==> config.mk <==
export PLATFORM = sky130hd
export DESIGN_NAME = load_writeback_unit
export DESIGN_NICKNAME = d
export VERILOG_FILES = /design/src/rtl/load_pkg.sv /design/src/rtl/load_extend.sv /design/src/rtl/load_writeback_unit.sv
export SDC_FILE = /design/constraint.sdc
export NUM_CORES = 1
export LEC_CHECK = 0
export ABC_AREA = 1
export CAP_MARGIN = 0
export CELL_PAD_IN_SITES_DETAIL_PLACEMENT = 0
export CELL_PAD_IN_SITES_GLOBAL_PLACEMENT = 1
export CORE_ASPECT_RATIO = 0.9
export CORE_MARGIN = 5
export CORE_UTILIZATION = 30
export DETAILED_ROUTE_END_ITERATION = 12
export PLACE_DENSITY_LB_ADDON = 0.1
export SLEW_MARGIN = 40
export SYNTH_ARGS = -nofsm -noshare
export SYNTH_HDL_FRONTEND = slang
export SYNTH_SLANG_ARGS = --single-unit
export TNS_END_PERCENT = 1
==> constraint.sdc <==
create_clock -name clk -period 2.9 [get_ports clk]
set_clock_uncertainty 0.1 [all_clocks]
set_input_delay 0.58 -clock clk [delete_from_list [all_inputs] [get_ports clk]]
set_output_delay 0.58 -clock clk [all_outputs]
set_load 0.03 [all_outputs]
==> src/rtl/load_pkg.sv <==
// Shared definitions for the load/writeback unit: state encoding, RISC-V
// load funct3 codes, data width and small decode helpers.
// Optional build macro: MISALIGN_TRAP_EN (see load_writeback_unit).
package load_pkg;

    localparam int DATA_W = 32;

    localparam logic [1:0] S_IDLE = 2'd0;
    localparam logic [1:0] S_REQ  = 2'd1;
    localparam logic [1:0] S_WAIT = 2'd2;
    localparam logic [1:0] S_WB   = 2'd3;

    localparam logic [2:0] F3_LB  = 3'b000;
    localparam logic [2:0] F3_LH  = 3'b001;
    localparam logic [2:0] F3_LW  = 3'b010;
    localparam logic [2:0] F3_LBU = 3'b100;
    localparam logic [2:0] F3_LHU = 3'b101;

    function automatic logic f3_supported(input logic [2:0] funct3);
        return (funct3 == F3_LB) || (funct3 == F3_LH) || (funct3 == F3_LW) ||
               (funct3 == F3_LBU) || (funct3 == F3_LHU);
    endfunction

    // Halfword needs addr[0]=0, word needs addr[1:0]=0; bytes are always aligned.
    function automatic logic f3_misaligned(input logic [2:0] funct3, input logic [1:0] offset);
        return (((funct3 == F3_LH) || (funct3 == F3_LHU)) && offset[0]) ||
               ((funct3 == F3_LW) && (offset != 2'b00));
    endfunction

endpackage

==> src/rtl/load_extend.sv <==
// Lane select and sign/zero extension of a loaded memory word.
module load_extend
    import load_pkg::*;
(
    input  logic [2:0]        funct3,
    input  logic [1:0]        offset,
    input  logic [DATA_W-1:0] rdata,
    output logic [DATA_W-1:0] data
);

    logic [DATA_W-1:0] shifted;
    logic [7:0]        byte_sel;
    logic [15:0]       half_sel;

    // Byte lane at 8*offset, halfword lane at 16*offset[1].
    always_comb begin
        shifted  = rdata >> {offset, 3'b000};
        byte_sel = shifted[7:0];
        half_sel = offset[1] ? rdata[31:16] : rdata[15:0];
    end

    // Extension by load type; unsupported codes never reach writeback.
    always_comb begin
        data = '0;
        case (funct3)
            F3_LB:   data = {{24{byte_sel[7]}}, byte_sel};
            F3_LBU:  data = {24'h0, byte_sel};
            F3_LH:   data = {{16{half_sel[15]}}, half_sel};
            F3_LHU:  data = {16'h0, half_sel};
            F3_LW:   data = rdata;
            default: data = '0;
        endcase
    end

endmodule

==> src/rtl/load_writeback_unit.sv <==
// Load/writeback unit: accepts one load, fetches the word from data memory,
// extends it and writes the register file for one cycle.
// Optional build macro: MISALIGN_TRAP_EN -- when defined, misaligned LH/LHU/LW
// are rejected with an ld_err pulse instead of reading the aligned word.
//
// state  | meaning
// IDLE   | ready for a new load; rejected loads pulse ld_err from here
// REQ    | mem_req held with stable mem_addr until mem_gnt
// WAIT   | waiting for mem_rvalid, extended data latched on arrival
// WB     | single register-file write cycle (suppressed for rd=0)
module load_writeback_unit
    import load_pkg::*;
(
    input  logic              clk,
    input  logic              rst,
    input  logic              ld_valid,
    output logic              ld_ready,
    input  logic [2:0]        ld_funct3,
    input  logic [31:0]       ld_addr,
    input  logic [4:0]        ld_rd,
    output logic              mem_req,
    input  logic              mem_gnt,
    output logic [31:0]       mem_addr,
    input  logic              mem_rvalid,
    input  logic [DATA_W-1:0] mem_rdata,
    output logic              WE3,
    output logic [4:0]        A3,
    output logic [DATA_W-1:0] WD3,
    output logic              busy,
    output logic              ld_err
);

    logic [1:0]        state;
    logic [31:0]       addr_q;
    logic [2:0]        funct3_q;
    logic [4:0]        rd_q;
    logic [DATA_W-1:0] data_q;
    logic              err_q;
    logic [DATA_W-1:0] ext_data;
    logic              reject;

    load_extend u_extend (
        .funct3 (funct3_q),
        .offset (addr_q[1:0]),
        .rdata  (mem_rdata),
        .data   (ext_data)
    );

    // Decide whether an incoming load is turned away without a memory access.
    always_comb begin
`ifdef MISALIGN_TRAP_EN
        reject = !f3_supported(ld_funct3) || f3_misaligned(ld_funct3, ld_addr[1:0]);
`else
        reject = !f3_supported(ld_funct3);
`endif
    end

    // Transaction FSM and captured request fields.
    always_ff @(posedge clk or negedge rst) begin
        if (!rst) begin
            state    <= S_IDLE;
            addr_q   <= '0;
            funct3_q <= '0;
            rd_q     <= '0;
            data_q   <= '0;
            err_q    <= 1'b0;
        end else begin
            err_q <= 1'b0;
            case (state)
                S_IDLE: begin
                    if (ld_valid) begin
                        if (reject) begin
                            err_q <= 1'b1;
                        end else begin
                            addr_q   <= ld_addr;
                            funct3_q <= ld_funct3;
                            rd_q     <= ld_rd;
                            state    <= S_REQ;
                        end
                    end
                end
                S_REQ: begin
                    if (mem_gnt) state <= S_WAIT;
                end
                S_WAIT: begin
                    if (mem_rvalid) begin
                        data_q <= ext_data;
                        state  <= S_WB;
                    end
                end
                S_WB:    state <= S_IDLE;
                default: state <= S_IDLE;
            endcase
        end
    end

    // Outputs decoded from state; A3/WD3 read zero outside the write cycle.
    always_comb begin
        ld_ready = (state == S_IDLE);
        busy     = ~ld_ready;
        mem_req  = (state == S_REQ);
        mem_addr = {addr_q[31:2], 2'b00};
        WE3      = (state == S_WB) && (rd_q != 5'd0);
        A3       = (state == S_WB) ? rd_q : 5'd0;
        WD3      = (state == S_WB) ? data_q : '0;
        ld_err   = err_q;
    end

endmodule

-- Word-level counts from Yosys, hierarchy flattened
Index checks and enable logic that the tools add are counted.
- output and inout port bits: 74
- input port bits: 77
- bits in registers: 75
- logic and storage cells: 47
- equal/unequal tests: 15
- shift operators: 1
- multiplexer cells: 12
- reduce and logical (&&, ||, !) cells: 12
- bitwise logic cells: 1
- operators by type and width (kind ; number):
    $pmux 32 s5 ; 1
    $mux 32 ; 1
    $shr 32x5->8 ; 1
    $mux 16 ; 1
    $eq 3x3->1 const B ; 4
    $mux 2 ; 4
    $pmux 2 s4 ; 1
    $eq 3x1->1 const B ; 2
    $eq 3x2->1 const B ; 2
    $logic_not 3->1 ; 2
    $mux 5 ; 1
    $reduce_bool 5->1 ; 1
    $eq 2x2->1 const B ; 2
    $logic_or 1x1->1 ; 4
    $ne 2x1->1 const B ; 2
    $ne 2x2->1 const B ; 2
    $reduce_and 4->1 ; 1
    $mux 1 ; 3
    $reduce_and 3->1 ; 1
    $eq 2x1->1 const B ; 1
    $logic_not 2->1 ; 1
    $reduce_and 2->1 ; 1
    $logic_and 1x1->1 ; 1
    $not 1->1 ; 1

-- Depth between registers and ports, before layout
Gate-level depths: netlist (run 1).
- depth in word-level cells: 8
- mapped depth: 11
- mapped depth without buffers: 9

-- Modules after synthesis
Synthesis (run 1) repeated with hierarchy kept, for this count alone.
- cell total of the unflattened synthesis: 599
- area total of the unflattened synthesis: 4568.1 um^2
- by module, submodules not included (module ; cells each ; times used ; sequential area each (um^2) ; area each (um^2)):
    load_writeback_unit ; 383 ; 1 ; 1876.8 ; 3641.0
    load_extend ; 216 ; 1 ; 0.0 ; 927.1

-- Least setup slack after synthesis (run 1)
No wires, ideal clock.
- path type: register to output
- from: register state[0]
- to: output port WD3[21]
- path buffers: 2
- required time: 2220 ps
- cell stages (with the launch flop): 6
- path slack: 876 ps
- arrival time: 1344 ps
- cells stage by stage: dfrtp_1 -> ha_1 -> clkbuf_1 -> buf_1 -> nand2_1 -> inv_1
- word-level cells in the longest chain between the ends: 2
- ends and longest elaborated chain (what ; RTL line ; text):
    start, declared ; load_writeback_unit.sv:33 ; logic [1:0] state;
    start signal, assigned ; load_writeback_unit.sv:61 ; state <= S_IDLE;
    start signal, assigned ; load_writeback_unit.sv:78 ; state <= S_REQ;
    start signal, assigned ; load_writeback_unit.sv:83 ; if (mem_gnt) state <= S_WAIT;
    $eq 2x2->1 ; load_writeback_unit.sv:105 ; WD3 = (state == S_WB) ? data_q : '0;
    $mux 32 ; load_writeback_unit.sv:105 ;
    end, declared ; load_writeback_unit.sv:28 ; output logic [DATA_W-1:0] WD3,
No other way between the ends.

-- Worst setup path in the final report (run 1)
- from: register state[0]
- to: output port ld_ready
- word-level cells in the longest chain between the ends: 1
- ends and longest elaborated chain (what ; RTL line ; text):
    $logic_not 2->1 ; load_writeback_unit.sv:99 ; ld_ready = (state == S_IDLE);
    end, declared ; load_writeback_unit.sv:17 ; output logic ld_ready,
No other way between the ends.

==> metrics.txt, run 1 <==
# TYPE chip_impl_metric gauge
chip_impl_metric{name="cts_buffers",unit=""} 9
chip_impl_metric{name="final_net_count",unit=""} 838
chip_impl_info{name="start_kind",value="flip-flop"} 1
chip_impl_metric{name="post-route-cell-area",unit="sq um"} 6192
chip_impl_metric{name="drcViolationCount",unit=""} 0
chip_impl_info{name="run_status",value="completed"} 1
chip_impl_metric{name="cap_viol_max_count",unit=""} 0
chip_impl_metric{name="post_cts_buffers",unit=""} 0
chip_impl_metric{name="ys_seq_elements",unit=""} 75
chip_impl_metric{name="place_congestion",unit=""} 0.8073
chip_impl_metric{name="post_cts_resize_count",unit=""} 0
chip_impl_metric{name="maximum_fanout_encountered_on_the_critical_timing_path",unit=""} 6
chip_impl_metric{name="cts_max_path_buffers",unit=""} 2
chip_impl_metric{name="design.die.area",unit="sq um"} 17180
chip_impl_metric{name="top_level_ports",unit=""} 151
chip_impl_metric{name="power.static_leakage",unit="nW"} 3.538
chip_impl_metric{name="io_buf_count",unit=""} 148
chip_impl_info{name="grt_setup_unrepaired",value="no"} 1
chip_impl_metric{name="floorplan.die.width",unit="um"} 137.6
chip_impl_metric{name="postPlaceCellArea",unit="sq um"} 5872
chip_impl_metric{name="synth.yosys.warnings",unit=""} 0
chip_impl_metric{name="yosys.cell_types.count",unit=""} 26
chip_impl_metric{name="yosysSeqAreaShare",unit="%"} 42.67
chip_impl_metric{name="fin_setup_tns",unit="ns"} 0
chip_impl_metric{name="drive_above_1_share",unit="%"} 9.449
chip_impl_metric{name="clock_sinks",unit=""} 75
chip_impl_metric{name="synthToLayoutAreaGrowth",unit="%"} 40.80
chip_impl_metric{name="ctsHoldBuffers",unit=""} 0
chip_impl_metric{name="grt.total_usage",unit="%"} 14.97
chip_impl_metric{name="place_worst_setup_slack",unit="ns"} 0.6284
chip_impl_metric{name="timing.critical_path.slowest_cell_delay",unit="ns"} 0.73
chip_impl_info{name="cts_tree",value="done"} 1
chip_impl_info{name="root_buffer",value="clkbuf_16"} 1
chip_impl_metric{name="post_synth_inst_count",unit=""} 650
chip_impl_metric{name="detail_route_antenna_nets",unit=""} 0
chip_impl_metric{name="final.period_utilization",unit="%"} 88.45
chip_impl_metric{name="drt_wl_total",unit="um"} 12440
chip_impl_metric{name="core",unit="sq um"} 14560
chip_impl_metric{name="powerDensity",unit="nW/um^2"} 949.1
chip_impl_metric{name="grt.overflow.total",unit=""} 0
chip_impl_metric{name="place_hpwl",unit="um"} 8912
chip_impl_metric{name="route.vias.total",unit=""} 4053
chip_impl_metric{name="finalSetupViolations",unit=""} 0
chip_impl_metric{name="post_route_setup_slack",unit="ns"} 0.3350
chip_impl_metric{name="report.final.slew_viol_count",unit=""} 0
chip_impl_info{name="ys_dominant_reg_cell",value="dfrtp_1"} 1
chip_impl_metric{name="cell_rows",unit=""} 42
chip_impl_metric{name="holdWs",unit="ns"} 0.1553
chip_impl_metric{name="synth-edff-count",unit=""} 0
chip_impl_info{name="critical_path.cell_chain",value="inv_1, ha_1, clkdlybuf4s50_1"} 1
chip_impl_info{name="timing.critical_path.to_type",value="output pin"} 1
chip_impl_info{name="cell_with_the_largest_stage_delay_on_the_worst_path",value="clkdlybuf4s50_1"} 1
chip_impl_metric{name="htree_num_levels",unit=""} 3
chip_impl_metric{name="synth_area",unit="sq um"} 4398
chip_impl_info{name="criticalPathCategory",value="reg -> out"} 1
chip_impl_metric{name="max-slew-margin-rel",unit="%"} 55.22
chip_impl_metric{name="timing.final.crit_period",unit="ns"} 2.565
chip_impl_metric{name="reg2regPathDepth",unit=""} 5
chip_impl_metric{name="critical_path_arrival",unit="ns"} 1.89
chip_impl_metric{name="antenna_found_initial",unit=""} 0
chip_impl_metric{name="wire_length_of_the_first_global_routing_pass",unit="um"} 20290
chip_impl_metric{name="die_h",unit="um"} 124.9
chip_impl_metric{name="max_clock_freq",unit="MHz"} 389.9
chip_impl_metric{name="asyncSetResetFlopFracSynth",unit="%"} 100.0
chip_impl_metric{name="floorplan.initialDensity",unit="%"} 30.21
chip_impl_metric{name="via_cell_ratio",unit=""} 4.217
chip_impl_metric{name="post_drt_wl_per_cell",unit="um"} 12.95
chip_impl_info{name="worst_hold_path_type",value="in -> async"} 1
chip_impl_metric{name="endpoints_failing_hold",unit=""} 0
chip_impl_metric{name="grt_start_max_net_pins",unit=""} 80
chip_impl_metric{name="max-vdd-ir-drop",unit="uV"} 474.7
chip_impl_metric{name="grt_pass1_vias",unit=""} 4079
chip_impl_metric{name="drtPass1Iterations",unit=""} 4
chip_impl_metric{name="syn_avg_cell_area",unit="sq um"} 6.766
chip_impl_metric{name="detailedRoute.firstIterationViolations",unit=""} 189
chip_impl_metric{name="clock_latency",unit="ns"} 0.34
chip_impl_metric{name="tightestPinTransition",unit="ns"} 0.6717
chip_impl_metric{name="cts.clk_slew.worst_paths",unit="ns"} 0.06
chip_impl_metric{name="worstPathRequired",unit="ns"} 2.22
cell usage after synthesis, types with 2 or more instances:
library cell	instances	area, sq um
nand2_1	278	1044
inv_1	110	412.9
dfrtp_1	75	1877
nor2_1	41	153.9
o21ai_0	39	195.2
buf_4	32	240.2
nand3_1	19	95.09
clkbuf_1	12	45.04
buf_6	6	67.56
o21ai_1	6	30.03
buf_2	5	25.02
a21oi_1	4	20.02
ha_1	4	50.05
nand2_2	3	18.77
nor2_4	3	33.78
buf_1	2	7.510
inv_2	2	7.510
cells by family after synthesis:
logic type / share of synthesized area (%)
AND/OR/NAND/NOR: 31.21
buffers and inverters: 18.78
flip-flops: 42.67
AO/OA/AOI/OAI: 6.117
adder cells (fa/ha/maj): 1.138
other: 0.08527
area by class of cell:
cell class | count | area [sq um]
Fill cell | 1521 | 8364
Sequential cell | 75 | 1877
Multi-Input combinational cell | 405 | 1699
Timing Repair Buffer | 153 | 1622
Inverter | 113 | 426.7
Tap cell | 198 | 247.7
Clock buffer | 10 | 229.0
Clock inverter | 6 | 88.84
Antenna cell | 1 | 2.502
cells in the final DEF, fill, tap and decap left out, types with 2 or more instances in the layout:
| cell type | instances |
|---|---|
| clkbuf_16 | 9 |
| buf_12 | 16 |
| dfrtp_1 | 75 |
| o21ai_0 | 39 |
| nand3_1 | 19 |
| conb_1 | 2 |
| nor2_1 | 41 |
| a21oi_1 | 4 |
| nor2_4 | 3 |
| buf_4 | 28 |
| clkinvlp_4 | 2 |
| inv_2 | 2 |
| bufinv_16 | 2 |
| ha_1 | 4 |
| clkdlybuf4s50_1 | 109 |
| o21ai_1 | 6 |
| nand2_1 | 278 |
| inv_1 | 110 |
| nand2_2 | 3 |
critical path: cells and delay by family, from the launching register on:
family,cells,cell delay (ns)
adder cells (fa/ha/maj),1,0.30
buffers and inverters,2,0.83
flip-flops,1,0.42
metrics by stage:
step	util, %	power (mW)	instances
after floorplan	-	3.907	651
after global placement	40.34	4.701	944
after detailed placement	40.34	4.729	944
after CTS	42.52	5.981	960
after global routing	42.52	6.363	960
final	42.54	5.877	961
worst paths after layout:
kind,startpoint,to,slack (ns)
min in group clk,data_q[4],data_q[4],0.37
min,rst,addr_q[24],0.16
max reg2reg,state[0],addr_q[7],1.02
min reg2reg,data_q[4],data_q[4],0.37
max in group asynchronous,rst,data_q[12],2.21
max,state[0],ld_ready,0.33
sequential cells by signal, summed over array words and instances (netlist names):
name / flops
addr_q: 32
state: 2
data_q: 32
ld_err: 1
rd_q: 5
funct3_q: 3
routing by layer:
metal	vias up	wire length [um]	global-route usage [%]
met4	0	228	4.988
met1	1813	5346	18.16
li1	2080	-	-
met5	-	0	0
met3	18	1315	7.270
met2	142	5552	23.08
power by group:
| group | internal [mW] | total (mW) | switching, mW |
|---|---|---|---|
| Sequential | 1.46 | 1.77 | 0.305 |
| Clock | 0.755 | 1.20 | 0.449 |
| Combinational | 1.12 | 2.91 | 1.79 |
| Total | 3.33 | 5.88 | 2.54 |
(Power assumes the default switching activity.)
==> run 2, diff against run 1 <==
==> constraint.sdc (replaced) <==
create_clock -name clk -period 3.3 [get_ports clk]
set_clock_uncertainty 0.1 [all_clocks]
set_input_delay 0.66 -clock clk [delete_from_list [all_inputs] [get_ports clk]]
set_output_delay 0.66 -clock clk [all_outputs]
set_load 0.03 [all_outputs]
==> metrics.txt, run 2 (synthesis results as in run 1) <==
# TYPE chip_impl_metric gauge
chip_impl_metric{name="final-seq-area",unit="sq um"} 1877
chip_impl_metric{name="max-slew-margin-rel",unit="%"} 52.77
chip_impl_metric{name="fin_setup_tns",unit="ns"} 0
chip_impl_metric{name="ctsHoldBuffers",unit=""} 0
chip_impl_info{name="layout_commonest_cell",value="nand2_1"} 1
chip_impl_metric{name="clock_power_share",unit="%"} 20.7
chip_impl_metric{name="cell_rows",unit=""} 42
chip_impl_metric{name="synthToLayoutAreaGrowth",unit="%"} 38.78
chip_impl_info{name="criticalPathCategory",value="reg -> out"} 1
chip_impl_metric{name="postPlaceCellArea",unit="sq um"} 5783
chip_impl_metric{name="clock_latency",unit="ns"} 0.34
chip_impl_metric{name="grt_pass1_vias",unit=""} 4250
chip_impl_metric{name="critical_path_arrival",unit="ns"} 2.18
chip_impl_info{name="critical_path.cell_chain",value="ha_1, buf_4, nand2_1, inv_1, clkdlybuf4s50_1"} 1
chip_impl_metric{name="design.die.area",unit="sq um"} 17180
chip_impl_metric{name="cts_max_path_buffers",unit=""} 2
chip_impl_metric{name="report.final.slew_viol_count",unit=""} 0
chip_impl_metric{name="htree_num_levels",unit=""} 3
chip_impl_metric{name="drcViolationCount",unit=""} 0
chip_impl_metric{name="internal_power",unit="mW"} 2.934
chip_impl_info{name="worst_hold_path_type",value="in -> async"} 1
chip_impl_metric{name="tightestPinTransition",unit="ns"} 0.7085
chip_impl_metric{name="multi_input_area",unit="sq um"} 1699
chip_impl_metric{name="antenna_found_initial",unit=""} 1
chip_impl_metric{name="grt_start_max_net_pins",unit=""} 76
chip_impl_metric{name="power.static_leakage",unit="nW"} 3.431
chip_impl_metric{name="route.layer.met1.wl",unit="um"} 5332
chip_impl_metric{name="power.share.switching",unit="%"} 42.88
chip_impl_info{name="layout_common_cells",value="nand2_1, clkdlybuf4s50_1, inv_1, dfrtp_1, nor2_1"} 1
chip_impl_metric{name="max-vdd-ir-drop",unit="uV"} 380.2
chip_impl_info{name="cell_with_the_largest_stage_delay_on_the_worst_path",value="clkdlybuf4s50_1"} 1
chip_impl_metric{name="drt_wl_total",unit="um"} 12370
chip_impl_info{name="root_buffer",value="clkbuf_16"} 1
chip_impl_metric{name="cts.clk_slew.worst_paths",unit="ns"} 0.06
chip_impl_metric{name="post-route-cell-area",unit="sq um"} 6103
chip_impl_metric{name="timing.final.crit_period",unit="ns"} 2.939
chip_impl_metric{name="timing.critical_path.slowest_cell_delay",unit="ns"} 0.68
chip_impl_info{name="run_status",value="completed"} 1
chip_impl_info{name="grt_setup_unrepaired",value="no"} 1
chip_impl_metric{name="grt.total_usage",unit="%"} 15.29
chip_impl_metric{name="place_congestion",unit=""} 0.8226
chip_impl_metric{name="post_drt_wl_per_cell",unit="um"} 12.88
chip_impl_metric{name="detail_route_antenna_nets",unit=""} 0
chip_impl_metric{name="detailedRoute.firstIterationViolations",unit=""} 196
chip_impl_metric{name="final_net_count",unit=""} 838
chip_impl_metric{name="final.period_utilization",unit="%"} 89.06
chip_impl_metric{name="power.switching",unit="mW"} 2.203
chip_impl_metric{name="post_cts_resize_count",unit=""} 0
chip_impl_metric{name="place_hpwl",unit="um"} 9224
chip_impl_info{name="timing.critical_path.to_type",value="output pin"} 1
chip_impl_metric{name="worstPathRequired",unit="ns"} 2.54
chip_impl_metric{name="drive_above_1_share",unit="%"} 4.331
chip_impl_metric{name="wire_length_of_the_first_global_routing_pass",unit="um"} 20650
chip_impl_metric{name="cts_buffers",unit=""} 9
chip_impl_metric{name="powerDensity",unit="nW/um^2"} 841.6
chip_impl_metric{name="floorplan.initialDensity",unit="%"} 30.21
chip_impl_metric{name="sequentialPowerShare",unit="%"} 30.1
chip_impl_metric{name="via_cell_ratio",unit=""} 4.123
chip_impl_metric{name="power_frac_comb",unit="%"} 49.1
chip_impl_metric{name="die_h",unit="um"} 124.9
chip_impl_metric{name="max_clock_freq",unit="MHz"} 340.2
chip_impl_metric{name="grt.overflow.total",unit=""} 0
chip_impl_metric{name="insertedDiodeCount",unit=""} 0
chip_impl_metric{name="met3_length",unit="um"} 1221
chip_impl_metric{name="post_cts_buffers",unit=""} 0
chip_impl_info{name="timing.critical_path.max_delay_family",value="buffers and inverters"} 1
chip_impl_metric{name="met2RoutedLength",unit="um"} 5674
chip_impl_metric{name="top_level_ports",unit=""} 151
chip_impl_info{name="highest-signal-layer",value="met5"} 1
chip_impl_metric{name="drtPass1Iterations",unit=""} 4
chip_impl_info{name="cts_tree",value="done"} 1
chip_impl_metric{name="cap_viol_max_count",unit=""} 0
chip_impl_metric{name="route.vias.total",unit=""} 3958
chip_impl_metric{name="io_buf_count",unit=""} 148
chip_impl_metric{name="clock_sinks",unit=""} 75
chip_impl_metric{name="floorplan.die.width",unit="um"} 137.6
chip_impl_metric{name="fill_cell_total_of_the_finished_layout",unit=""} 1548
chip_impl_metric{name="maximum_fanout_encountered_on_the_critical_timing_path",unit=""} 21
chip_impl_metric{name="core",unit="sq um"} 14560
chip_impl_info{name="start_kind",value="flip-flop"} 1
chip_impl_metric{name="worst-path-buf-inv",unit=""} 3
chip_impl_metric{name="endpoints_failing_hold",unit=""} 0
chip_impl_info{name="reg_top3",value="addr_q: 32 flops, data_q: 32 flops, rd_q: 5 flops"} 1
chip_impl_metric{name="finalSetupViolations",unit=""} 0
## run 2: cell count changes in the layout (fill, tap and decap cells not counted)
cell / previous run / this run
buf_12: 16 / 1
buf_4: 28 / 4
buf_6: 0 / 1
clkbuf_1: 1 / 2
clkbuf_8: 0 / 1
clkdlybuf4s50_1: 109 / 147
clkinv_4: 0 / 1
clkinvlp_4: 2 / 0
diode_2: 1 / 0
inv_6: 1 / 0
## run 2: path summary, 6_finish.rpt
| path | from | end | slack, ns | depth (start not counted) |
|---|---|---|---|---|
| max reg2reg | addr_q[1] | data_q[16] | 1.44 | 8 |
| min in group clk | data_q[5] | data_q[5] | 0.38 | 2 |
| min reg2reg | data_q[5] | data_q[5] | 0.38 | 2 |
| max in group asynchronous | rst | data_q[18] | 2.36 | 1 |
| min | rst | addr_q[24] | 0.24 | 1 |
| max | state[0] | A3[3] | 0.36 | 5 |
## run 2: layer usage
layer / track usage [%] / vias to the layer above
li1: - / 2078
met1: 18.62 / 1750
met2: 24.37 / 117
met3: 7.189 / 11
met4: 3.697 / 2
met5: 0 / -
## run 2: through the flow
stage          hold slack [ns]  util, %  std cells  power, mW  setup WS [ns]
2_1_floorplan           0.2644        -        651      3.433          1.196
3_3_place_gp            0.3646    39.70        944      4.104         0.7512
3_5_place_dp            0.3655    39.73        944      4.128         0.6957
4_1_cts                 0.2799    41.93        960      5.240         0.3067
5_1_grt                 0.3085    41.93        960      5.588         0.2105
6_report                0.2371    41.93        960      5.137         0.3609
## run 2: area by class of cell
type                       count  share of cell area [%]
clock buffer                  12                   4.039
inverter                     113                   6.991
timing repair buffer         153                   25.11
clock inverter                 4                   1.210
tap                          198                   4.059
sequential                    75                   30.75
multi-input combinational    405                   27.84
## run 2: worst reg2reg max path: stages, from the launching register on
cell	delay, ns
dfrtp_1	0.50
inv_4	0.25
nand2_2	0.10
nand3_1	0.08
nand2_1	0.08
nand2_2	0.37
nand2_1	0.11
nand2_1	0.10
nand2_1	0.06
## run 2: power by group through the flow
stage | clock [mW] | combinational (mW) | sequential, mW
after floorplan | 0 | 1.96 | 1.48
after global placement | 0 | 2.56 | 1.55
after detailed placement | 0 | 2.57 | 1.56
after CTS | 1.11 | 2.58 | 1.56
after global routing | 1.14 | 2.83 | 1.61
final | 1.06 | 2.52 | 1.55
